$ cat config.mk
export PLATFORM = sky130hd
export DESIGN_NAME = hex_rx_parser_flat
export DESIGN_NICKNAME = d
export VERILOG_FILES = /design/src/rtl/hex_rx_parser_if.sv /design/src/rtl/hex_rx_parser.sv /design/src/flat_wrapper.sv
export SDC_FILE = /design/constraint.sdc
export NUM_CORES = 1
export LEC_CHECK = 0
export ABC_AREA = 1
export CORE_MARGIN = 2
export CORE_UTILIZATION = 30
export CTS_BUF_LIST = sky130_fd_sc_hd__clkbuf_16
export CTS_CLUSTER_SIZE = 28
export DETAILED_ROUTE_END_ITERATION = 8
export DONT_BUFFER_PORTS = 1
export GPL_ROUTABILITY_DRIVEN = 0
export HOLD_SLACK_MARGIN = 0.03
export PLACE_DENSITY = 0.49
export RECOVER_POWER = 50
export SLEW_MARGIN = 20
export SYNTH_ARGS = -nofsm -noshare
export SYNTH_HDL_FRONTEND = slang
export SYNTH_SLANG_ARGS = --single-unit
$ cat constraint.sdc
create_clock -name clk -period 2.25 [get_ports clk]
set_input_delay 0.3375 -clock clk [delete_from_list [all_inputs] [get_ports clk]]
set_output_delay 0.3375 -clock clk [all_outputs]
set_load 0.005 [all_outputs]
$ cat src/rtl/hex_rx_parser_if.sv
// hex_rx_parser_if: serial input and parsed-word outputs of hex_rx_parser.
// HEX_RX_PARSER_CHAR_OUT_EN adds the raw received byte (rxch/rxchv).
interface hex_rx_parser_if;
    logic        rxd;
    logic [31:0] word;
    logic        word_v;
    logic [3:0]  ndig;
    logic        ovf;
    logic        err_v;
`ifdef HEX_RX_PARSER_CHAR_OUT_EN
    logic [7:0]  rxch;
    logic        rxchv;
    modport master (input rxd, output word, word_v, ndig, ovf, err_v, rxch, rxchv);
    modport slave (output rxd, input word, word_v, ndig, ovf, err_v, rxch, rxchv);
`else
    modport master (input rxd, output word, word_v, ndig, ovf, err_v);
    modport slave (output rxd, input word, word_v, ndig, ovf, err_v);
`endif
endinterface

$ cat src/rtl/hex_rx_parser.sv
// hex_rx_parser: UART 8N1 receiver feeding an ASCII-hex line parser that emits 32-bit words on CR/LF.
// HEX_RX_PARSER_CHAR_OUT_EN exposes every good byte on rxch/rxchv.
module hex_rx_parser #(
    parameter int PULSEW  = 5208,
    parameter int PULSEW2 = 2604
) (
    input logic             clk,
    input logic             rstn,
    hex_rx_parser_if.master bus
);
    typedef enum logic [1:0] {IDLE, START, DATA, STOP} state_t;
    state_t      state;
    logic        s1, s2, s3;
    logic [15:0] cnt;
    logic [2:0]  idx;
    logic [7:0]  sh, rx_byte;
    logic        byte_v;
    logic [31:0] acc, word;
    logic [3:0]  ndig;
    logic        ovf, word_v, err_v;
    logic        is_hex, is_eol, is_esc, is_sp;
    logic [3:0]  nib;
    always_comb begin
        is_hex = rx_byte inside {[8'h30:8'h39], [8'h41:8'h46], [8'h61:8'h66]};
        is_eol = rx_byte == 8'h0D || rx_byte == 8'h0A;
        is_esc = rx_byte == 8'h1B;
        is_sp  = rx_byte == 8'h20;
        nib    = rx_byte[6] ? rx_byte[3:0] + 4'd9 : rx_byte[3:0];
    end
    always_ff @(posedge clk or negedge rstn) begin
        if (!rstn) begin
            state   <= IDLE;
            s1      <= 1'b1;
            s2      <= 1'b1;
            s3      <= 1'b1;
            cnt     <= '0;
            idx     <= '0;
            sh      <= '0;
            rx_byte <= '0;
            byte_v  <= 1'b0;
            acc     <= '0;
            word    <= '0;
            ndig    <= '0;
            ovf     <= 1'b0;
            word_v  <= 1'b0;
            err_v   <= 1'b0;
        end else begin
            s1     <= bus.rxd;
            s2     <= s1;
            s3     <= s2;
            byte_v <= 1'b0;
            word_v <= 1'b0;
            err_v  <= 1'b0;
            case (state)
                IDLE: if (s3 && !s2) begin
                    cnt   <= 16'(PULSEW2 - 1);
                    state <= START;
                end
                START: if (cnt != 16'd0) cnt <= cnt - 16'd1;
                else if (s2) state <= IDLE;
                else begin
                    cnt   <= 16'(PULSEW - 1);
                    idx   <= 3'd0;
                    state <= DATA;
                end
                DATA: if (cnt != 16'd0) cnt <= cnt - 16'd1;
                else begin
                    sh    <= {s2, sh[7:1]};
                    cnt   <= 16'(PULSEW - 1);
                    idx   <= idx + 3'd1;
                    state <= idx == 3'd7 ? STOP : DATA;
                end
                STOP: if (cnt != 16'd0) cnt <= cnt - 16'd1;
                else begin
                    state <= IDLE;
                    if (s2) begin
                        rx_byte <= sh;
                        byte_v  <= 1'b1;
                    end else err_v <= 1'b1;
                end
                default: state <= IDLE;
            endcase
            // Parser runs one cycle behind the stop sample, on the latched byte.
            if (byte_v) begin
                if (is_hex) begin
                    acc  <= {acc[27:0], nib};
                    ndig <= ndig == 4'd8 ? ndig : ndig + 4'd1;
                    ovf  <= ovf | (ndig == 4'd8);
                end else if (is_eol) begin
                    if (ndig != 4'd0) begin
                        word   <= acc;
                        word_v <= 1'b1;
                        acc    <= '0;
                        ndig   <= '0;
                        ovf    <= 1'b0;
                    end
                end else if (!is_sp) begin
                    acc   <= '0;
                    ndig  <= '0;
                    ovf   <= 1'b0;
                    err_v <= !is_esc;
                end
            end
        end
    end
    assign bus.word   = word;
    assign bus.word_v = word_v;
    assign bus.ndig   = ndig;
    assign bus.ovf    = ovf;
    assign bus.err_v  = err_v;
`ifdef HEX_RX_PARSER_CHAR_OUT_EN
    assign bus.rxch   = rx_byte;
    assign bus.rxchv  = byte_v;
`endif
endmodule

$ cat src/flat_wrapper.sv
// flat-port wrapper written by rule: the top's interface ports become plain ports
module hex_rx_parser_flat 
#(
    parameter int PULSEW  = 5208,
    parameter int PULSEW2 = 2604
)
  (clk, rstn, bus_rxd, bus_word, bus_word_v, bus_ndig, bus_ovf, bus_err_v);
  hex_rx_parser_if bus_i ();
  input logic clk;
  input logic rstn;
  input wire logic [$bits(bus_i.rxd)-1:0] bus_rxd;
  output wire logic [$bits(bus_i.word)-1:0] bus_word;
  output wire logic [$bits(bus_i.word_v)-1:0] bus_word_v;
  output wire logic [$bits(bus_i.ndig)-1:0] bus_ndig;
  output wire logic [$bits(bus_i.ovf)-1:0] bus_ovf;
  output wire logic [$bits(bus_i.err_v)-1:0] bus_err_v;
  assign bus_i.rxd = bus_rxd;
  assign bus_word = bus_i.word;
  assign bus_word_v = bus_i.word_v;
  assign bus_ndig = bus_i.ndig;
  assign bus_ovf = bus_i.ovf;
  assign bus_err_v = bus_i.err_v;
  hex_rx_parser #(.PULSEW(PULSEW), .PULSEW2(PULSEW2)) u_core (.clk(clk), .rstn(rstn), .bus(bus_i));
endmodule
-- Word level (Yosys, flattened, before mapping)
Index checks and enable logic that the tools add are counted.
- word-level logic and storage cells: 112
- bits of input ports: 3
- register bits: 112
- output and inout bits: 39
- equal/unequal tests: 19
- reductions and logical operators: 20
- bitwise logic cells: 3
- add/subtract/negate cells: 4
- order comparisons: 6
- muxes and demuxes: 45
- operators by type and width (operator ; count):
    32-bit two-way mux ; 4
    16-bit two-way mux ; 5
    16-bit one-hot mux with 4 select lines ; 1
    4-bit two-way mux ; 6
    1-bit two-way mux ; 19
    8-bit by 4-bit == test with 1-bit output, second input constant ; 2
    8-bit by 7-bit >= comparator with 1-bit output, second input constant ; 2
    8-bit by 7-bit <= comparator with 1-bit output, second input constant ; 2
    4-bit AND reduction ; 4
    16-bit nonzero test ; 1
    16-bit by 1-bit subtractor with 16-bit output, second input constant ; 1
    2-bit two-way mux ; 5
    2-bit inequality test, second input constant ; 5
    3-bit two-way mux ; 3
    3-bit AND reduction ; 3
    8-bit by 5-bit == test with 1-bit output, second input constant ; 1
    8-bit by 6-bit == test with 1-bit output, second input constant ; 1
    8-bit by 6-bit >= comparator with 1-bit output, second input constant ; 1
    8-bit by 6-bit <= comparator with 1-bit output, second input constant ; 1
    2-bit one-hot mux with 4 select lines ; 1
    3-bit one-hot mux with 2 select lines ; 1
    4-bit by 1-bit adder with 4-bit output, second input constant ; 1
    4-bit adder, second input constant ; 1
    2-bit == test, second input constant ; 2
    18 further kinds ; 24

-- Logic depth before layout (Yosys ltp)
- depth in word-level cells: 7
- mapped depth: 11
- gate-level depth less buffers: 11

-- Least setup slack after synthesis
No wires, ideal clock.
- path kind: register to register
- start: register u_core.cnt[0]
- end: register u_core.cnt[3]
- cell stages (with the launch flop): 11
- arrival time: 1.479 ns
- buffers on the path: 1
- clock period less this slack: 1.596 ns
- data required time: 2.133 ns
- library setup time: 0.117 ns
- setup slack: 0.654 ns
- cell sequence: dfrtp_1 -> inv_1 -> ha_1 -> nand2_2 -> nor2_4 -> nand2_4 -> nor3_2 -> nor2_2 -> buf_6 -> nor2_1 -> nor2_1
- cells in the longest elaborated chain, start to end: 3
- elaborated cells on any way between the ends: 9
- those cells by class: add/sub: 1; eq/ne: 2; mux: 4; reduce/logical: 2
- RTL lines (what ; line ; text):
    start, declared ; hex_rx_parser.sv:14 ; logic [15:0] cnt;
    start signal, assigned ; hex_rx_parser.sv:56 ; cnt <= 16'(PULSEW2 - 1);
    start signal, assigned ; hex_rx_parser.sv:59 ; START: if (cnt != 16'd0) cnt <= cnt - 16'd1;
    start signal, assigned ; hex_rx_parser.sv:62 ; cnt <= 16'(PULSEW - 1);
    16-bit by 1-bit subtractor with 16-bit output or 16-bit nonzero test (tied branches) ; hex_rx_parser.sv:59, hex_rx_parser.sv:66, hex_rx_parser.sv:73 ;
    16-bit two-way mux, or another cell as far along ; hex_rx_parser.sv:73 ; STOP: if (cnt != 16'd0) cnt <= cnt - 16'd1;
    16-bit one-hot mux with 4 select lines or 3-bit AND reduction (tied branches) ; -- ;
Several ways; a longest one is shown, not always the timed one. The select of a mux whose other input is x is not followed.
A chain may end at the register's enable or synchronous reset.

-- Final worst setup path
- start: register u_core.rx_byte[0]
- end: register u_core.acc[4]
- cells in the longest elaborated chain, start to end: 5
- elaborated cells on any way between the ends: 19
- those cells by class: order compare: 6; eq/ne: 5; mux: 2; reduce/logical: 6
- RTL lines (what ; line ; text):
    start, declared ; hex_rx_parser.sv:16 ; logic [7:0] sh, rx_byte;
    start signal, assigned ; hex_rx_parser.sv:77 ; rx_byte <= sh;
    8-bit by 6-bit >= comparator with 1-bit output, or another cell as far along ; hex_rx_parser.sv:24 ; is_hex = rx_byte inside {[8'h30:8'h39], [8'h41:8'h46], [8'h61:8'h66]};
    1-bit logical AND ; hex_rx_parser.sv:24 ;
    3-bit nonzero test ; hex_rx_parser.sv:24 ;
    3-bit by 1-bit inequality test with 1-bit output (no source line) or 3-bit by 2-bit inequality test with 1-bit output (tied branches) ; -- ;
    3-bit AND reduction (no source line) ; -- ;
    end signal, assigned ; hex_rx_parser.sv:86 ; acc <= {acc[27:0], nib};
    end, declared ; hex_rx_parser.sv:18 ; logic [31:0] acc, word;
Several ways; a longest one is shown, not always the timed one.

==> metrics.md <==
| Metric | Value |
|---|---|
| Highest clock rate | 509.3 MHz |
| CORE AREA | 18090 um^2 |
| P_leak | 2.781 nW |
| Post-CTS setup buffer count | 0 |
| Initial drt markers | 291 |
| Violated checks | negative hold slack |
| HP Class | in -> async |
| WS Path Type | reg -> reg |
| Largest net degree at the start of global routing | 113 |
| Max FO, Critical Path | 16 |
| Final ANT Viol Nets | 0 |
| CTS resizes | 0 |
| Worst flop-to-flop path startpoint | u_core.rx_byte[0] |
| Layout cell share with drive strength beyond 1 | 0.1789 |
| CTS buffer count | 9 |
| Grt ovf | 0 |
| I/O Buffers | 0 |
| Reg2Reg Depth | 10 |
| PwrDens | 857.6 nW/um^2 |
| Netlist cell types | 35 |
| Syn_area_per_cell | 9.019 um^2 |
| TritonCTS Sinks | 112 |
| Cell count along the critical path | 10 |
| Die footprint | 19720 um^2 |
| Max VDD drop | 0.3966 mV |
| IO Pins | 42 |
| First-pass GRT wire length | 19290 um |
| Crit-path slowest cell | dfrtp_1 |
| Status | finished, violations left |
| Hold Slack | -0.3371 ns |
| Drt wl/cell | 12.99 um |
| CTS Buffer Depth | 2 |
| Required @ worst endpoint | 2.49 ns |
| R2R Path End | u_core.acc[4] |
| Fin crit share | 0.8727 |
| RSZ-0062 raised after global routing | false |
| DIE WIDTH | 140.4 um |
| Initial antenna violation count | 0 |
| Relative slew slack | 0.7165 |
| Site Rows | 49 |
| Post-Syn Area | 5583 um^2 |
| CP Capture Type | register |
| Buf/Inv on CP | 2 |
| TritonRoute pass-1 iters | 5 |
| Via/cell ratio | 4.647 |
| Final min period | 1.964 ns |
| Cell accounting for the most synthesized area | dfrtp_1 |
| Share of the synthesized area in the top cell type | 0.4886 |
| Vias | 3973 |
| Antenna cell count | 0 |
| Clock-pin transition on the worst setup and hold timing paths | 0.08 ns |
| CTS Root Cell | clkbuf_16 |
| #FFs+latches synth | 112 |
| R2r setup slk | 0.29 ns |
| CP cell instances | inv_1 -> ha_1 -> nand2_1 -> nor2_1 -> nand2_1 -> nand4_1 -> nand2_2 -> nand2_4 -> buf_4 -> o21ai_2 |
| Setup Skew | 0.01258 ns |
| Htree depth | 3 |
| Vias in the first global route | 3891 |
| Total negative slack for setup checks | 0 ns |
| Die H | 140.4 um |
| Cells after Synth | 619 |
| CP max stage delay | 0.45 ns |
| Slew Limit Fails | 0 |
| Setup Viol. Count Final | 0 |
| Net Count, Synth | 635 |
| Synth top area cells | dfrtp_1 (49%), nand2_1 (12%), o21ai_2 (9.7%) |
| Final hold vios | 112 |
| CTS Hold Bufs | 1 |
| CP Launch Type | register |
| Slew @ Worst Pin | 0.4253 ns |
| Yosys warning count | 0 |
| Area grow syn2layout | 8.651% |
| TritonCTS clock tree | yes |
| CP dominant cell by count | nand2_1 |
| CP arrival | 2.21 ns |
| Final instance area | 6066 um^2 |
| Hpwl dp | 7913 um |
| Clk_lat worst skew | 0.36 ns |
| Drt total wl | 11110 um |
| Global Route Usage Sum | 0.1196 |
| Placed Area | 5741 um^2 |
| Starting Density | 0.3087 |
| Register area share after synthesis | 0.5027 |
| DRC | 0 |
| Final #Nets | 637 |
| Critical path's top delay family | simple AND/OR/NAND/NOR gates |
| Max-cap violations | 0 |
-- report_power, final --
| group | switching [mW] | internal, mW | leakage [nW] |
|---|---|---|---|
| sequential | 0.141 | 2.14 | 1.54 |
| combinational | 0.825 | 0.400 | 1.09 |
| clock | 0.808 | 0.892 | 0.153 |
-- layout make-up --
cell class	instances	area, um^2
inverters	73	275.3
multi-input cells	415	2305
clock buffers	9	225.2
flip-flops and latches	112	2806
well taps	229	286.5
fillers	1836	12020
repair buffers	10	77.57
clock inverters	7	90.09
-- registers in the layout (all words and copies together) (netlist names), named ones only --
register           cells
u_core.acc            32
u_core.bus.word       32
u_core.cnt            16
u_core.rx_byte         8
u_core.sh              8
u_core.bus.ndig        4
u_core.idx             3
u_core.bus.err_v       1
u_core.bus.ovf         1
u_core.bus.word_v      1
u_core.byte_v          1
u_core.s1              1
u_core.s2              1
u_core.s3              1
u_core.state           1
-- kinds of logic (layout without fill, tap and decap cells) --
kind of cell               Yosys count  count (layout)  share of synthesized area
adders and majority gates           13              13                    0.02914
and+or+nand+nor                    281             281                     0.2219
DFF                                112             112                     0.5027
buffers and inverters               92              99                    0.08449
AOI/OAI and AO/OA                  109             109                     0.1430
xor gates and xnor gates            12              12                    0.01883
-- stage by stage --
| step | power [mW] | setup slack (ns) | cells | utilization |
|---|---|---|---|---|
| 4_1_cts | 5.248 | 0.2718 | 855 | 0.3354 |
| 2_1_floorplan | 3.250 | 0.6539 | 619 | - |
| 3_5_place_dp | 3.523 | 0.2826 | 838 | 0.3174 |
| 6_report | 5.202 | 0.2865 | 855 | 0.3354 |
| 5_1_grt | 5.553 | 0.09148 | 855 | 0.3354 |
| 3_3_place_gp | 3.523 | 0.3640 | 838 | 0.3174 |
-- worst register-to-register path, stage by stage, from the launching register on --
cell and delay, ns:
dfrtp_1 0.45, inv_1 0.13, ha_1 0.19, nand2_1 0.06
nor2_1 0.16, nand2_1 0.07, nand4_1 0.13, nand2_2 0.13
nand2_4 0.24, buf_4 0.23, o21ai_2 0.06
-- worst max path at each step --
stage	from	to	slack, ns
6_report	u_core.rx_byte[0]	u_core.acc[4]	0.29
3_5_place_dp	u_core.rx_byte[0]	u_core.acc[4]	0.28
3_3_place_gp	u_core.rx_byte[0]	u_core.bus.ndig[3]	0.36
5_1_grt	u_core.rx_byte[0]	u_core.bus.ndig[1]	0.09
4_1_cts	u_core.rx_byte[0]	u_core.acc[4]	0.27
2_1_floorplan	u_core.cnt[0]	u_core.cnt[3]	0.65
-- cell usage in the layout (no fill, tap or decap), types with 3 or more instances in the layout --
cell type	netlist	routed
nand2_2	5	5
a21oi_1	4	4
nor2_4	3	3
o21ai_1	17	17
o21ai_0	21	21
nand2_4	3	3
o21ai_2	62	62
inv_2	3	3
inv_1	69	69
nand3_1	25	25
buf_4	1	9
dfrtp_1	109	109
nor3_1	7	7
nand4_1	14	14
xnor2_1	5	5
nand2_1	175	175
ha_1	13	13
nor2_1	41	41
xor2_1	7	7
clkbuf_16	0	9
-- synth_stat cells (all sizes together) --
| cell | count |
|---|---|
| o21bai | 1 |
| inv | 72 |
| xnor2 | 5 |
| xor2 | 7 |
| or2 | 1 |
| clkbuf | 1 |
| o21ai | 100 |
| nand2 | 183 |
| nor3 | 8 |
| clkinv | 1 |
| nand3b | 1 |
| ha | 13 |
| a21oi | 5 |
| nand3 | 28 |
| dfrtp | 109 |
| o21a | 1 |
| o211ai | 1 |
| buf | 18 |
| dfstp | 3 |
| nand4 | 14 |
| a31oi | 1 |
| nor2 | 46 |
-- routing by layer --
metal / part of all wire / routed length, um / GRT usage
met1: 0.50 / 5513 / 0.1621
met2: 0.45 / 4984 / 0.1886
met3: 0.037 / 415 / 0.02462
met4: 0.018 / 195 / 0.04572
met5: 0 / 0 / 0
Power figures use the tool's default switching activity.
